`src/rtl/axi4_stream_pkt_gen_if.sv`:
```
// rtl/axi4_stream_pkt_gen_if.sv - AXI4-Stream channel bundle with master/slave views.
interface axi4_stream_if #(
   parameter int DATA_WIDTH = 32,
   parameter int USER_WIDTH = 1,
   parameter int DEST_WIDTH = 1,
   parameter int ID_WIDTH   = 1
) ();
   logic [DATA_WIDTH-1:0]   tdata;
   logic [DATA_WIDTH/8-1:0] tstrb;
   logic [DATA_WIDTH/8-1:0] tkeep;
   logic                    tlast;
   logic [USER_WIDTH-1:0]   tuser;
   logic [DEST_WIDTH-1:0]   tdest;
   logic [ID_WIDTH-1:0]     tid;
   logic                    tvalid;
   logic                    tready;

   modport master (
      output tdata, tstrb, tkeep, tlast, tuser, tdest, tid, tvalid,
      input  tready
   );

   modport slave (
      input  tdata, tstrb, tkeep, tlast, tuser, tdest, tid, tvalid,
      output tready
   );
endinterface

```
`src/rtl/axi4_stream_pkt_gen.sv`:
```
// rtl/axi4_stream_pkt_gen.sv - programmable AXI4-Stream packet source with
// counting payload, inter-packet gap and graceful stop.
module axi4_stream_pkt_gen #(
   parameter int DATA_WIDTH = 32,
   parameter int USER_WIDTH = 1,
   parameter int DEST_WIDTH = 1,
   parameter int ID_WIDTH   = 1,
   parameter int LEN_WIDTH  = 16,
   parameter int CNT_WIDTH  = 16
) (
   input  logic                 clk_i,
   input  logic                 rst_n_i,
   input  logic                 start_i,
   input  logic                 stop_i,
   input  logic [LEN_WIDTH-1:0] pkt_len_i,
   input  logic [CNT_WIDTH-1:0] pkt_num_i,
   input  logic [LEN_WIDTH-1:0] gap_i,
   output logic                 busy_o,
   output logic                 done_o,
   output logic [CNT_WIDTH-1:0] pkt_cnt_o,
   axi4_stream_if.master        pkt_o
);
   typedef enum logic [1:0] {IDLE, SEND, GAP} state_t;

   state_t                state_q;
   logic [LEN_WIDTH-1:0]  len_q;
   logic [LEN_WIDTH-1:0]  gap_q;
   logic [LEN_WIDTH-1:0]  beat_q;
   logic [LEN_WIDTH-1:0]  gap_cnt_q;
   logic [CNT_WIDTH-1:0]  num_q;
   logic [CNT_WIDTH-1:0]  pkt_idx_q;
   logic [DATA_WIDTH-1:0] word_q;
   logic                  valid_q;
   logic                  stop_pend_q;

   logic hs;
   logic is_last;
   logic stop_now;
   logic run_done;

   assign hs       = valid_q && pkt_o.tready;
   assign is_last  = (beat_q == len_q - LEN_WIDTH'(1));
   // A stop arriving on the tlast beat itself still ends the run there.
   assign stop_now = stop_pend_q || stop_i;
   assign run_done = (num_q != '0) && (pkt_idx_q + CNT_WIDTH'(1) == num_q);

   // Payload is a pure function of registered state, so it stays stable under backpressure.
   assign pkt_o.tvalid = valid_q;
   assign pkt_o.tdata  = word_q;
   assign pkt_o.tstrb  = '1;
   assign pkt_o.tkeep  = '1;
   assign pkt_o.tlast  = valid_q && is_last;
   assign pkt_o.tuser  = USER_WIDTH'(valid_q && (beat_q == '0));
   assign pkt_o.tdest  = '0;
   assign pkt_o.tid    = ID_WIDTH'(pkt_idx_q);

   always_ff @(posedge clk_i) begin
      if (!rst_n_i) begin
         state_q     <= IDLE;
         len_q       <= '0;
         gap_q       <= '0;
         beat_q      <= '0;
         gap_cnt_q   <= '0;
         num_q       <= '0;
         pkt_idx_q   <= '0;
         word_q      <= '0;
         valid_q     <= 1'b0;
         stop_pend_q <= 1'b0;
         busy_o      <= 1'b0;
         done_o      <= 1'b0;
         pkt_cnt_o   <= '0;
      end else begin
         done_o <= 1'b0;
         if (stop_i && state_q != IDLE) stop_pend_q <= 1'b1;

         case (state_q)
            IDLE: begin
               if (start_i) begin
                  len_q       <= (pkt_len_i == '0) ? LEN_WIDTH'(1) : pkt_len_i;
                  num_q       <= pkt_num_i;
                  gap_q       <= gap_i;
                  beat_q      <= '0;
                  word_q      <= '0;
                  pkt_idx_q   <= '0;
                  pkt_cnt_o   <= '0;
                  stop_pend_q <= 1'b0;
                  valid_q     <= 1'b1;
                  busy_o      <= 1'b1;
                  state_q     <= SEND;
               end
            end

            SEND: begin
               if (hs) begin
                  word_q <= word_q + DATA_WIDTH'(1);
                  if (is_last) begin
                     beat_q <= '0;
                     if (pkt_cnt_o != '1) pkt_cnt_o <= pkt_cnt_o + CNT_WIDTH'(1);
                     if (run_done || stop_now) begin
                        state_q     <= IDLE;
                        valid_q     <= 1'b0;
                        busy_o      <= 1'b0;
                        done_o      <= 1'b1;
                        stop_pend_q <= 1'b0;
                     end else begin
                        pkt_idx_q <= pkt_idx_q + CNT_WIDTH'(1);
                        if (gap_q != '0) begin
                           state_q   <= GAP;
                           valid_q   <= 1'b0;
                           gap_cnt_q <= '0;
                        end
                     end
                  end else begin
                     beat_q <= beat_q + LEN_WIDTH'(1);
                  end
               end
            end

            GAP: begin
               if (stop_now) begin
                  state_q     <= IDLE;
                  busy_o      <= 1'b0;
                  done_o      <= 1'b1;
                  stop_pend_q <= 1'b0;
               end else if (gap_cnt_q == gap_q - LEN_WIDTH'(1)) begin
                  state_q <= SEND;
                  valid_q <= 1'b1;
               end else begin
                  gap_cnt_q <= gap_cnt_q + LEN_WIDTH'(1);
               end
            end

            default: state_q <= IDLE;
         endcase
      end
   end
endmodule

```
`src/flat_wrapper.sv`:
```
// flat-port wrapper written by rule: the top's interface ports become plain ports
module axi4_stream_pkt_gen_flat 
#(
   parameter int DATA_WIDTH = 32,
   parameter int USER_WIDTH = 1,
   parameter int DEST_WIDTH = 1,
   parameter int ID_WIDTH   = 1,
   parameter int LEN_WIDTH  = 16,
   parameter int CNT_WIDTH  = 16
)
  (clk_i, rst_n_i, start_i, stop_i, pkt_len_i, pkt_num_i, gap_i, busy_o, done_o, pkt_cnt_o, pkt_o_tdata, pkt_o_tstrb, pkt_o_tkeep, pkt_o_tlast, pkt_o_tuser, pkt_o_tdest, pkt_o_tid, pkt_o_tvalid, pkt_o_tready);
  axi4_stream_if #(.DATA_WIDTH(DATA_WIDTH), .USER_WIDTH(USER_WIDTH), .DEST_WIDTH(DEST_WIDTH), .ID_WIDTH(ID_WIDTH)) pkt_o_i ();
  input  logic clk_i;
  input  logic rst_n_i;
  input  logic start_i;
  input  logic stop_i;
  input  logic [LEN_WIDTH-1:0] pkt_len_i;
  input  logic [CNT_WIDTH-1:0] pkt_num_i;
  input  logic [LEN_WIDTH-1:0] gap_i;
  output logic busy_o;
  output logic done_o;
  output logic [CNT_WIDTH-1:0] pkt_cnt_o;
  output wire logic [$bits(pkt_o_i.tdata)-1:0] pkt_o_tdata;
  output wire logic [$bits(pkt_o_i.tstrb)-1:0] pkt_o_tstrb;
  output wire logic [$bits(pkt_o_i.tkeep)-1:0] pkt_o_tkeep;
  output wire logic [$bits(pkt_o_i.tlast)-1:0] pkt_o_tlast;
  output wire logic [$bits(pkt_o_i.tuser)-1:0] pkt_o_tuser;
  output wire logic [$bits(pkt_o_i.tdest)-1:0] pkt_o_tdest;
  output wire logic [$bits(pkt_o_i.tid)-1:0] pkt_o_tid;
  output wire logic [$bits(pkt_o_i.tvalid)-1:0] pkt_o_tvalid;
  input wire logic [$bits(pkt_o_i.tready)-1:0] pkt_o_tready;
  assign pkt_o_tdata = pkt_o_i.tdata;
  assign pkt_o_tstrb = pkt_o_i.tstrb;
  assign pkt_o_tkeep = pkt_o_i.tkeep;
  assign pkt_o_tlast = pkt_o_i.tlast;
  assign pkt_o_tuser = pkt_o_i.tuser;
  assign pkt_o_tdest = pkt_o_i.tdest;
  assign pkt_o_tid = pkt_o_i.tid;
  assign pkt_o_tvalid = pkt_o_i.tvalid;
  assign pkt_o_i.tready = pkt_o_tready;
  axi4_stream_pkt_gen #(.DATA_WIDTH(DATA_WIDTH), .USER_WIDTH(USER_WIDTH), .DEST_WIDTH(DEST_WIDTH), .ID_WIDTH(ID_WIDTH), .LEN_WIDTH(LEN_WIDTH), .CNT_WIDTH(CNT_WIDTH)) u_core (.clk_i(clk_i), .rst_n_i(rst_n_i), .start_i(start_i), .stop_i(stop_i), .pkt_len_i(pkt_len_i), .pkt_num_i(pkt_num_i), .gap_i(gap_i), .busy_o(busy_o), .done_o(done_o), .pkt_cnt_o(pkt_cnt_o), .pkt_o(pkt_o_i));
endmodule
```
`config.mk`:
```
export PLATFORM = sky130hd
export DESIGN_NAME = axi4_stream_pkt_gen_flat
export DESIGN_NICKNAME = d
export VERILOG_FILES = /design/src/rtl/axi4_stream_pkt_gen_if.sv /design/src/rtl/axi4_stream_pkt_gen.sv /design/src/flat_wrapper.sv
export SDC_FILE = /design/constraint.sdc
export NUM_CORES = 1
export LEC_CHECK = 0
export CORE_ASPECT_RATIO = 2
export CORE_UTILIZATION = 35
export CTS_BUF_LIST = sky130_fd_sc_hd__clkbuf_8
export DETAILED_ROUTE_END_ITERATION = 6
export MAX_ROUTING_LAYER = met4
export PLACE_DENSITY = 0.6
export SYNTH_ARGS = -nofsm -noshare
export SYNTH_HDL_FRONTEND = slang
export SYNTH_SLANG_ARGS = --single-unit
```
`constraint.sdc`:
```
create_clock -name clk_i -period 3 [get_ports clk_i]
set_input_delay 0.6 -clock clk_i [delete_from_list [all_inputs] [get_ports clk_i]]
set_output_delay 0.6 -clock clk_i [all_outputs]
set_load 0.02 [all_outputs]
```
==> out/metrics.csv <==
stage,metric,value,unit
drt,post_drt_via_cell_ratio,5.333,
timing,slew_headroom,42.42,%
grt,track_usage,22.15,%
floorplanning,die_h,225.2,um
clocking,cts.clk_slew.worst_paths,0.08,ns
timing,max_freq,298.2,MHz
drt,final_antenna_net_count,0,
placement,hpwl,20.63,mm
drt,dr.first_iter.drc_count,429,
logic_synthesis,synth_seq_area_share,34.44,%
grt,grt_first_pass_wirelength,42.50,mm
floorplanning,die-area,0.02558,mm2
power_and_ir_drop,power_density,554.6,mW/mm2
outcome,status,"complete, but fails checks",
timing,rsz0062_at_grt,true,
clocking,tritoncts,done,
logic_synthesis,synthTopCellsByArea,"dfxtp_1 (34%), nand2_1 (6.6%), a21oi_1 (5.5%), xnor2_1 (5.3%), xor2_1 (5.1%)",
worst_setup_path,end_kind,primary output,
logic_synthesis,netlist_instances,1110,
drt,first_pass_iters,7,
min_path,min_path_type,flip-flop to flip-flop,
drt,wl_per_cell,16.26,um
clocking,numClockSinks,150,
timing,setup_violations,57,
finish,register_area,0.003018,mm2
finish,fillers,2389,
timing,worst_pin_slew,0.8605,ns
placement,gp_congestion,0.9096,
timing,whs,0.4824,ns
worst_setup_path,worstSetupPathType,flip-flop to primary output,
floorplanning,die-width,113.6,um
logic_synthesis,async_flop_share,0,%
worst_setup_path,arrival,2.75,ns
logic_synthesis,synth_top_area_share,34.44,%
grt,grt-ovfl-total,0,
floorplanning,floorplan.initialDensity,35.69,%
worst_setup_path,critPathLaunchType,flip-flop,
outcome,violations,negative setup slack,
timing,fin_crit_sh,111.8,%
grt,grt_pass1_vias,8766,
placement,port_buffers,106,
timing,final_hold_viol_count,0,
finish,nNetsFinal,1413,
power_and_ir_drop,p_leak,4.593,nW
grt,antenna_found_initial,0,
finish,stdcell_count,1689,
clocking,htreeDepth,4,
drt,drt-total-wl,27.46,mm
power_and_ir_drop,peakVddDrop,0.0002940,V
logic_synthesis,synth_edf_count,0,
timing,layout_setup_ws,-0.3538,ns
clocking,cts_hold_buf,0,
timing,maxSlewViolCount,0,
drt,drc,0,
placement,dp_slack,-0.4004,ns
placement,placed_cells,1633,
timing,finClkSkew,0.01166,ns
clocking,clockRootBuffer,clkbuf_8,
logic_synthesis,synth.most_common_cell,nand2_1,
grt,grt_max_degree,48,
finish,drive_gt1_share,23.43,%
floorplanning,ioPinCount,116,
logic_synthesis,synth_warnings,0,
finish,diodes,0,
floorplanning,std_cell_rows,81,
clocking,clk_latency,0.47,ns
clocking,cts_max_path_buffers,2,
finish,multi_input_area,0.005733,mm2
floorplanning,core,0.02442,mm2
logic_synthesis,synth_area_per_cell,7.854,um2
logic_synthesis,synth_area,0.008718,mm2
job,maxCapViolCount,0,
logic_synthesis,netlist_top_cells_count,"nand2_1 (154), dfxtp_1 (150), nor2_1 (100)",
worst_setup_path,worstPathRequired,2.40,ns
finish,syn_to_final_growth,39.58,%
logic_synthesis,synth-seq-cells,150,
drt,vias,9007,
worst_setup_path,crit_fanout,5,
timing,period_needed,3.354,ns
logic_synthesis,post-synth-top-area-cell,dfxtp_1,
clocking,cts_buffers,17,
logic_synthesis,synth_cell_types,84,
logic_synthesis,synthFlopType,dfxtp_1,
finish,final_core_util,49.82,%
## registers in the layout, summed over array words and instances, names as in the netlist
| signal | count |
|---|---|
| u_core.pkt_o.tvalid | 1 |
| u_core.stop_pend_q | 1 |
| u_core.state_q | 2 |
| u_core.done_o | 1 |
| u_core.pkt_o.tdata | 32 |
| u_core.gap_cnt_q | 16 |
| u_core.pkt_cnt_o | 16 |
| u_core.len_q | 16 |
| u_core.gap_q | 16 |
| u_core.busy_o | 1 |
| u_core.pkt_idx_q | 16 |
| u_core.num_q | 16 |
| u_core.beat_q | 16 |
## final cells by class
| cell class | count | share of cell area [%] |
|---|---|---|
| Clock buffer | 19 | 2.149 |
| Clock inverter | 9 | 0.9459 |
| Inverter | 25 | 0.7711 |
| Multi-Input combinational cell | 867 | 47.11 |
| Sequential cell | 150 | 24.80 |
| Tap cell | 332 | 3.414 |
| Timing Repair Buffer | 287 | 20.81 |
## cells in the final DEF (no fill, tap or decap), types with 15 or more instances in the layout
cell type / count
clkbuf_8: 19
nor2_1: 93
or3_1: 15
xor2_1: 50
nand4_1: 36
and3_1: 24
inv_1: 24
nand2_1: 153
buf_6: 21
o21ai_0: 21
a21oi_1: 83
clkdlybuf4s50_1: 104
buf_4: 158
nor4_1: 19
nand3_1: 46
dfxtp_1: 140
xnor2_1: 53
or4_1: 16
nor3_1: 25
## power by group
group | switching [mW] | internal (mW)
Combinational | 1.57 | 1.31
Sequential | 0.159 | 2.13
Clock | 0.741 | 0.833
## path summary, 6_finish.rpt
| path | start | end | slack, ns | cells past startpoint |
|---|---|---|---|---|
| min | u_core.num_q[1]$_SDFFE_PN0P_ | u_core.num_q[1]$_SDFFE_PN0P_ | 0.48 | 2 |
| max reg2reg | u_core.len_q[1]$_SDFFE_PN0P_ | u_core.gap_cnt_q[3]$_SDFFE_PN0P_ | -0.30 | 13 |
| min reg2reg | u_core.num_q[1]$_SDFFE_PN0P_ | u_core.num_q[1]$_SDFFE_PN0P_ | 0.48 | 2 |
| max | u_core.len_q[1]$_SDFFE_PN0P_ | pkt_o_tlast | -0.35 | 9 |
## logic make-up (layout without fill, tap and decap cells)
family | count (synthesis) | in the layout | synth area share [%]
muxes | 9 | 9 | 1.062
buffers and inverters | 101 | 340 | 5.339
and+or+nand+nor | 515 | 516 | 30.54
other | 2 | 9 | 0.08614
AOI/OAI and AO/OA | 217 | 217 | 16.36
DFF | 150 | 150 | 34.44
xor gates and xnor gates | 104 | 104 | 10.45
adders and majority gates | 12 | 12 | 1.722
## stage by stage
stage / TNS [ns] / area [um2] / power (mW)
2_1_floorplan: -0.6545 / 8847 / 3.833
3_3_place_gp: -5.980 / 11110 / 4.843
3_5_place_dp: -7.728 / 11110 / 4.864
4_1_cts: -10.97 / 11800 / 6.631
5_1_grt: -17.91 / 12170 / 7.097
6_report: -8.838 / 12170 / 6.749
## repair_timing
action / CTS / global route
setup endpoints to repair: 52 / 78
gates resized for setup: 50 / 71
gates cloned: 2 / 2
pin swaps: 33 / 31
buffers inserted: 14 / 12
## critical path, stage by stage (launching register included)
cell	delay, ns
dfxtp_2	0.33
inv_2	0.06
ha_4	0.12
or4b_4	0.51
o21ai_2	0.13
or3b_4	0.41
a21oi_2	0.15
and4_4	0.23
and4_4	0.22
buf_6	0.12
## per-layer routing
| metal | global-route usage, % | vias to the layer above | share of wire (%) |
|---|---|---|---|
| li1 | - | 4424 | - |
| met1 | 19.15 | 4311 | 36 |
| met2 | 43.17 | 199 | 57 |
| met3 | 3.712 | 73 | 2.9 |
| met4 | 13.46 | 0 | 4.8 |
| met5 | - | - | 0 |
(Power assumes the default switching activity.)
